[src/rtl/regfile_scoreboard.sv]
// Purpose : integer register file with a per-register pending-writer scoreboard.
// Latency : reads are combinational (optional same-cycle write forwarding); busy_count is registered.
// Backpressure: none; every write, issue and flush is accepted in the cycle it is presented.
//
// Ports:
//   clk, reset_n              single clock, synchronous active-low reset
//   rs1_addr/rs2_addr         read addresses; rsN_data / rsN_busy are combinational
//   wr_en/wr_addr/wr_data     writeback: commits data and retires the pending mark
//   iss_en/iss_rd             issue: marks iss_rd as having a pending writer
//   flush                     drops every pending mark (data writes still commit)
//   busy_count                registered popcount of the busy vector
module regfile_scoreboard #(
  parameter int XLEN   = 32,
  parameter int NREG   = 32,
  parameter int BYPASS = 1,
  localparam int AW    = $clog2(NREG)
) (
  input  logic            clk,
  input  logic            reset_n,
  input  logic [AW-1:0]   rs1_addr,
  output logic [XLEN-1:0] rs1_data,
  output logic            rs1_busy,
  input  logic [AW-1:0]   rs2_addr,
  output logic [XLEN-1:0] rs2_data,
  output logic            rs2_busy,
  input  logic            wr_en,
  input  logic [AW-1:0]   wr_addr,
  input  logic [XLEN-1:0] wr_data,
  input  logic            iss_en,
  input  logic [AW-1:0]   iss_rd,
  input  logic            flush,
  output logic [AW:0]     busy_count
);

  localparam bit BYP = (BYPASS != 0);

  logic [XLEN-1:0] regs [NREG];
  logic [NREG-1:0] busy;
  logic [NREG-1:0] busy_nxt;
  logic [AW:0]     busy_cnt_nxt;

  // x0 is hardwired: a write to it is a no-op for data and scoreboard alike.
  logic wr_live;
  logic iss_live;
  assign wr_live  = wr_en && (wr_addr != '0);
  assign iss_live = iss_en && (iss_rd != '0) && !flush;

  // Next busy vector: writeback clears first so a same-cycle issue to the
  // same register wins (the new writer is still outstanding).
  always_comb begin
    busy_nxt = busy;
    if (wr_live) begin
      busy_nxt[wr_addr] = 1'b0;
    end
    if (flush) begin
      busy_nxt = '0;
    end else if (iss_live) begin
      busy_nxt[iss_rd] = 1'b1;
    end
  end

  // The count is derived from the next vector so it lands on the same edge.
  always_comb begin
    busy_cnt_nxt = '0;
    for (int i = 0; i < NREG; i++) begin
      busy_cnt_nxt = busy_cnt_nxt + {{AW{1'b0}}, busy_nxt[i]};
    end
  end

  always_ff @(posedge clk) begin
    if (!reset_n) begin
      for (int i = 0; i < NREG; i++) begin
        regs[i] <= '0;
      end
      busy       <= '0;
      busy_count <= '0;
    end else begin
      if (wr_live) begin
        regs[wr_addr] <= wr_data;
      end
      busy       <= busy_nxt;
      busy_count <= busy_cnt_nxt;
    end
  end

  // Read port 1. When forwarding, the in-flight writeback both supplies the
  // data and retires the pending mark in the same cycle.
  always_comb begin
    rs1_data = regs[rs1_addr];
    rs1_busy = busy[rs1_addr];
    if (rs1_addr == '0) begin
      rs1_data = '0;
      rs1_busy = 1'b0;
    end else if (BYP && wr_live && (wr_addr == rs1_addr)) begin
      rs1_data = wr_data;
      rs1_busy = 1'b0;
    end
  end

  // Read port 2, identical to port 1.
  always_comb begin
    rs2_data = regs[rs2_addr];
    rs2_busy = busy[rs2_addr];
    if (rs2_addr == '0) begin
      rs2_data = '0;
      rs2_busy = 1'b0;
    end else if (BYP && wr_live && (wr_addr == rs2_addr)) begin
      rs2_data = wr_data;
      rs2_busy = 1'b0;
    end
  end

endmodule

[config.mk]
export PLATFORM = sky130hd
export DESIGN_NAME = regfile_scoreboard
export DESIGN_NICKNAME = d
export VERILOG_FILES = /design/src/rtl/regfile_scoreboard.sv
export SDC_FILE = /design/constraint.sdc
export NUM_CORES = 2
export LEC_CHECK = 0
export CAP_MARGIN = 20
export CORE_MARGIN = 5
export CORE_UTILIZATION = 28
export CTS_BUF_LIST = sky130_fd_sc_hd__clkbuf_8
export DETAILED_ROUTE_END_ITERATION = 8
export GPL_ROUTABILITY_DRIVEN = 0
export PLACE_DENSITY_LB_ADDON = 0.12
export RECOVER_POWER = 50
export SLEW_MARGIN = 20
export SYNTH_ARGS = -nofsm -noshare
export SYNTH_HDL_FRONTEND = slang
export SYNTH_SLANG_ARGS = --single-unit
[constraint.sdc]
create_clock -name clk -period 8.1 [get_ports clk]
set_clock_uncertainty 0.2 [all_clocks]
set_input_delay 1.62 -clock clk [delete_from_list [all_inputs] [get_ports clk]]
set_output_delay 1.62 -clock clk [all_outputs]
set_load 0.005 [all_outputs]
* After elaboration in Yosys (flattened, before gate mapping)
Memory sizes are Yosys's and may differ from the RTL's.
Cells that the tools add are included.
W data, S select, Z words.
** Storage, ports and cells
- Memories kept :: 1
- Register bits after elaboration :: 38
- Bits of input ports :: 57
- Memory bits (writable) :: 1024
- Memory bits (read-only) :: 0
- Word-level logic and storage cells :: 84
- Latch bits :: 0
** Cells by class
- Multiplexer cells :: 26
- Reductions and logical operators :: 13
- $add $sub $neg :: 31
- Div/mod/pow operators :: 0
- Multipliers :: 0
- Magnitude comparators :: 6
- Bitwise operators :: 3
- Shifts and indexed selects :: 0
- Eq/ne operators :: 2
** Memory list
- regs :: words 32, width 32, rd ports 2, clocked after memory_dff 0, write ports 32, RTL line 37 : logic [XLEN-1:0] regs [NREG];
** Operators with widths (count)
- $mux W32 :: 8
- $add A6 B1 Y6 :: 26
- $and A32 B32 Y32 :: 1
- $not A32 Y32 :: 1
- $or A32 B32 Y32 :: 1
- $reduce_or A32 Y1 :: 1
- $lt A5 B6 Y1 const B :: 4
- $mux W1 :: 13
- $bmux W1 S5 :: 2
- $demux W1 S5 :: 2
- $eq A5 B5 Y1 :: 2
- $ge A5 B1 Y1 const B :: 2
- $logic_not A5 Y1 :: 2
- $reduce_bool A5 Y1 :: 2
- $logic_and A1 B1 Y1 :: 7
- $add A5 B1 Y6 :: 1
- $add A4 B1 Y5 :: 1
- $mux W5 :: 1
- $add A3 B1 Y4 :: 1
- $add A2 B1 Y3 :: 1
- $add A1 B1 Y2 :: 1
- $logic_not A1 Y1 :: 1

* Logic depth before layout (Yosys ltp)
- Word-level depth :: 41
- Gate-level depth with buffers :: 23

* Worst setup path after synthesis
OpenSTA, ideal clock, no wires.
- Path type :: in2reg
- Start :: in wr_addr[3]
- End :: reg busy_count[4]
- Cell stages on the path :: 22
- Path slack :: 1.008 ns
- Buffers on the path :: 2
- Arrival :: 6.765 ns
- Cell sequence :: buf_2 clkbuf_1 nor4bb_1 nand2_1 a22oi_1 nor2_1 fa_1 inv_1 fa_1 fa_1 fa_1 fa_1 inv_1 fa_1 ha_1 inv_1 fa_1 inv_1 a21o_1 a21oi_1 xor2_1 nor2_1
** On the way
- Elaborated cells between the ends (all ways) :: 44
- Classes of those cells :: 31 x add/sub; 2 x order compare; 5 x mux; 3 x bitwise; 3 x reduce/logical
** RTL lines
- from (decl) :: RTL line 27 : input logic [AW-1:0] wr_addr,
- $lt A5 B6 Y1 (not written as such) / $ge A5 B1 Y1 (equally long branches) :: RTL line 53 : busy_nxt[wr_addr] = 1'b0;
- $logic_and A1 B1 Y1 (not written as such) :: RTL line 53
- $mux W1 (not written as such) :: RTL line 53
- $demux W1 S5 :: RTL line 53
- $not A32 Y32 (no source line)
- $and A32 B32 Y32 (no source line)
- $mux W32 * :: RTL line 52 : if (wr_live) begin
- $or A32 B32 Y32 (no source line)
- $mux W32 * :: RTL line 57 : end else if (iss_live) begin
- $mux W32 * :: RTL line 55 : if (flush) begin
- net busy_nxt[9] :: RTL line 39 : logic [NREG-1:0] busy_nxt;
- $add A6 B1 Y6 * (23 in series) :: RTL line 66 : busy_cnt_nxt = busy_cnt_nxt + {{AW{1'b0}}, busy_nxt[i]};
- to (signal assigned) :: RTL line 82 : busy_count <= busy_cnt_nxt;
- to (decl) :: RTL line 32 : output logic [AW:0] busy_count
The timed path passes the listed nets; every way through them passes the cells marked *.
A chain may end at the register's enable or synchronous reset.

* Worst setup path after layout
- Start :: in wr_addr[2]
- End :: out rs1_data[12]
** On the way
- Word-level cells in the longest chain between the ends :: 5
- Elaborated cells between the ends (all ways) :: 6
- Classes of those cells :: 1 x eq/ne; 2 x mux; 3 x reduce/logical
** Ends and longest elaborated chain
- $reduce_bool A5 Y1 :: RTL line 45 : assign wr_live = wr_en && (wr_addr != '0);
- $logic_and A1 B1 Y1 :: RTL line 45
- $logic_and A1 B1 Y1 * :: RTL line 94 : end else if (BYP && wr_live && (wr_addr == rs1_addr)) begin
- $mux W32 * :: RTL line 94
- $mux W32 * :: RTL line 91 : if (rs1_addr == '0) begin
- to (decl) :: RTL line 21 : output logic [XLEN-1:0] rs1_data,
Mark *: on every way between the ends. The rest lies on a longest branch, timed or not.

==> run_results.csv <==
group,metric,value,unit
status,outcome,"finished, violations left",
status,violations,"capacitance limit, slew limit",
cts,postCtsSetupBuffers,0,
synthesis,synth_commonest_cells,"edfxtp_1, and2_1, mux4_2",
cells_and_area,regArea,31500,µm²
cts,cts_tree,"done",
route,drt_iter0_drc,3815,
cells_and_area,fillers,20300,
timing,finalMaxSlewViolations,1145,
worst_setup_path,critical_path_required,6.28,ns
global_routing,grt_pass1_wl,338,mm
cts,cts_buffer_depth,3,
floorplan,rows,167,
pwr,pwr-share-comb,0.137,
route,first_pass_iters,5,
synthesis,yosys_warnings,0,
pwr,seqPwrFrac,0.493,
global_routing,antenna_found_initial,25,
cells_and_area,fin_util,0.320,
worst_setup_path,cpPeakStageDelay,0.77,ns
pwr,power.switching,3.75,mW
cells_and_area,syn2layout_area_growth,14.0,%
timing,finalSetupViolations,0,
global_routing,grt_max_degree,68,
global_routing,overflow,0,
cts,cts_hold_buf,0,
timing,hold_viol_final,0,
worst_setup_path,path_buf_inv,4,
job,cap_violations,44,
pwr,power.share.clock,0.370,
floorplan,die_w,465,µm
global_routing,grt_pass1_vias,39500,
timing,tightest_slew,3.95,ns
pwr,intPower,9.43,mW
worst_setup_path,crit_type,"in2out",
place,dp_hpwl,146,mm
synthesis,syn_area,58100,µm²
place,portBuffers,128,
cts,root_buffer,"clkbuf_8",
synthesis,synth_edf_count,1024,
route,antenna_left,0,
synthesis,avgSynthCellArea,13.8,µm²
cts,cts_buffers,198,
hold_path,holdCritPathClass,"reg2reg",
route,routed_wl,247,mm
worst_setup_path,startpoint_type,"input pin",
worst_setup_path,path_max_fanout,16,
cells_and_area,layout.nets,4393,
synthesis,synth_top_area_frac,0.530,
place,place_inst,6809,
pwr,swShare,0.284,
synthesis,yosys-top-cells-area,"edfxtp_1, mux4_2, and2_1",
floorplan,ioPinCount,129,
route,drcViolationCount,0,
synthesis,synth.distinct_cells,61,
floorplan,die-area,217000,µm²
worst_setup_path,worstPathCellList,"dlygate4sd3_1 -> clkbuf_1 -> or3_1 -> o31ai_4 -> nor3_4 -> buf_4 -> a32o_1 -> clkdlybuf4s50_1",
cells_and_area,fin_cells,7181,
timing,post-route-min-period,7.33,ns
floorplan,coreArea,207000,µm²
cts,cts_resized,0,
cts,cts_htree_levels,4,
worst_setup_path,crit_path_top_delay_cell,"nor3_4",
synthesis,synth_cells,4204,
timing,max_freq,137,MHz
cts,clock_latency,0.95,ns
synthesis,synth_seq_cells,1062,
floorplan,initial_utilization,0.281,
cells_and_area,multiInputGateArea,24900,µm²
worst_setup_path,crit_family,"buffers and inverters",
timing,period_share,0.904,
cells_and_area,drive_gt1_frac,0.202,
global_routing,gr-usage-all-layers,0.224,
timing,max_slew_margin,-1.63,
synthesis,synth_most_common_cell,"edfxtp_1",
timing,tns,0,ns
route,post_drt_wl_per_cell,34.4,µm
timing,rsz0062_at_grt,"false",
route,avgViaCountPerCell,5.35,
floorplan,die_y,465,µm
pwr,p_leak,23.0,nW
cts,cts.sinks,1062,
synthesis,synth_top_area_cell,"edfxtp_1",
pwr,power.density,199,nW/µm²
synthesis,synth-main-ff-cell,"edfxtp_1",
synthesis,async_flop_share,0,
worst_setup_path,cp.arrival,5.51,ns
route,vias,38400,
cts,clk_pin_slew,0.06,ns
worst_setup_path,end_kind,"primary output",
worst_setup_path,reg2reg_slack,2.74,ns
synthesis,ys_seq_area_frac,0.543,
pwr,irDropWorstVdd,168,µV
[tightest hold or removal path, cell delays in order (launching register included)]
cell     delay [ns]
dfxtp_1        0.36
a22oi_1        0.23
nor3_1         0.07
[cell usage in the layout, fill, tap and decap left out, types with 19 or more instances in the layout]
master,instances
clkbuf_1,34
nand3_1,36
conb_1,32
a221o_1,46
mux2_2,53
clkbuf_8,207
a22oi_1,108
mux4_2,368
clkinv_1,52
inv_1,98
fa_1,24
nor2_1,86
a32o_1,62
and2_0,159
a221oi_1,23
buf_12,19
o22ai_1,48
mux2i_1,313
o221ai_1,50
buf_4,136
dfxtp_1,38
a21oi_1,61
and2_1,841
edfxtp_1,1024
o21ai_0,34
nand2_1,170
clkdlybuf4s50_1,106
[per-stage QoR]
step,hold slack [ns],total power [mW],area [µm²],setup slack (ns)
global placement,0.512,8.40,62900,0.232
detailed placement,0.479,8.40,62900,0.220
finish,0.516,13.2,66200,0.775
global route,0.531,13.7,66200,0.495
CTS,0.510,13.3,66400,0.923
floorplan,0.329,7.54,58200,1.01
[layout make-up]
cell class,instances,share of cell area
repair buffers,315,0.0416
multi-input cells,2700,0.376
well taps,2704,0.0511
inverters,28,0.00163
flip-flops and latches,1062,0.476
diodes,14,0.000529
clock buffers,206,0.0428
clock inverters,152,0.0101
[final timing paths]
kind	from	endpoint	cells after the start
hold reg to reg	busy[9]	busy[9]	2
hold / removal	busy[9]	busy[9]	2
setup / recovery	wr_addr[2]	rs1_data[12]	8
setup reg to reg	busy[23]	busy_count[4]	17
[state kept, by name, indices dropped and copies added (netlist names)]
name,count
busy,32
busy_count,6
regs,1024
[per-layer routing]
layer  global-route usage  wire, µm  vias up
li1                     -         -    16200
met1                0.298    105000    20300
met2                0.377    120000     1504
met3               0.0384     15100      389
met4               0.0604      6710        0
met5                    0         0        -
[logic make-up (layout without fill, tap and decap cells)]
logic type                 Yosys count  in the layout  synth area share
AOI/OAI and AO/OA                  475            475            0.0632
xor gates and xnor gates            12             12           0.00181
adders and majority gates           31             31           0.00978
buffers and inverters              473            701            0.0357
DFF                               1062           1062             0.543
muxes                              734            734             0.207
other                                1             46         0.0000646
and+or+nand+nor                   1416           1416             0.140
[power by group through the flow]
stage          Combinational [mW]  Clock [mW]  Sequential [mW]
2_1_floorplan                1.02           0             6.53
3_3_place_gp                 1.82           0             6.58
3_5_place_dp                 1.82           0             6.59
4_1_cts                      1.82        5.01             6.48
5_1_grt                      1.88        5.25             6.53
6_report                     1.80        4.88             6.50
Note: power is estimated with default switching activity, not from simulation.
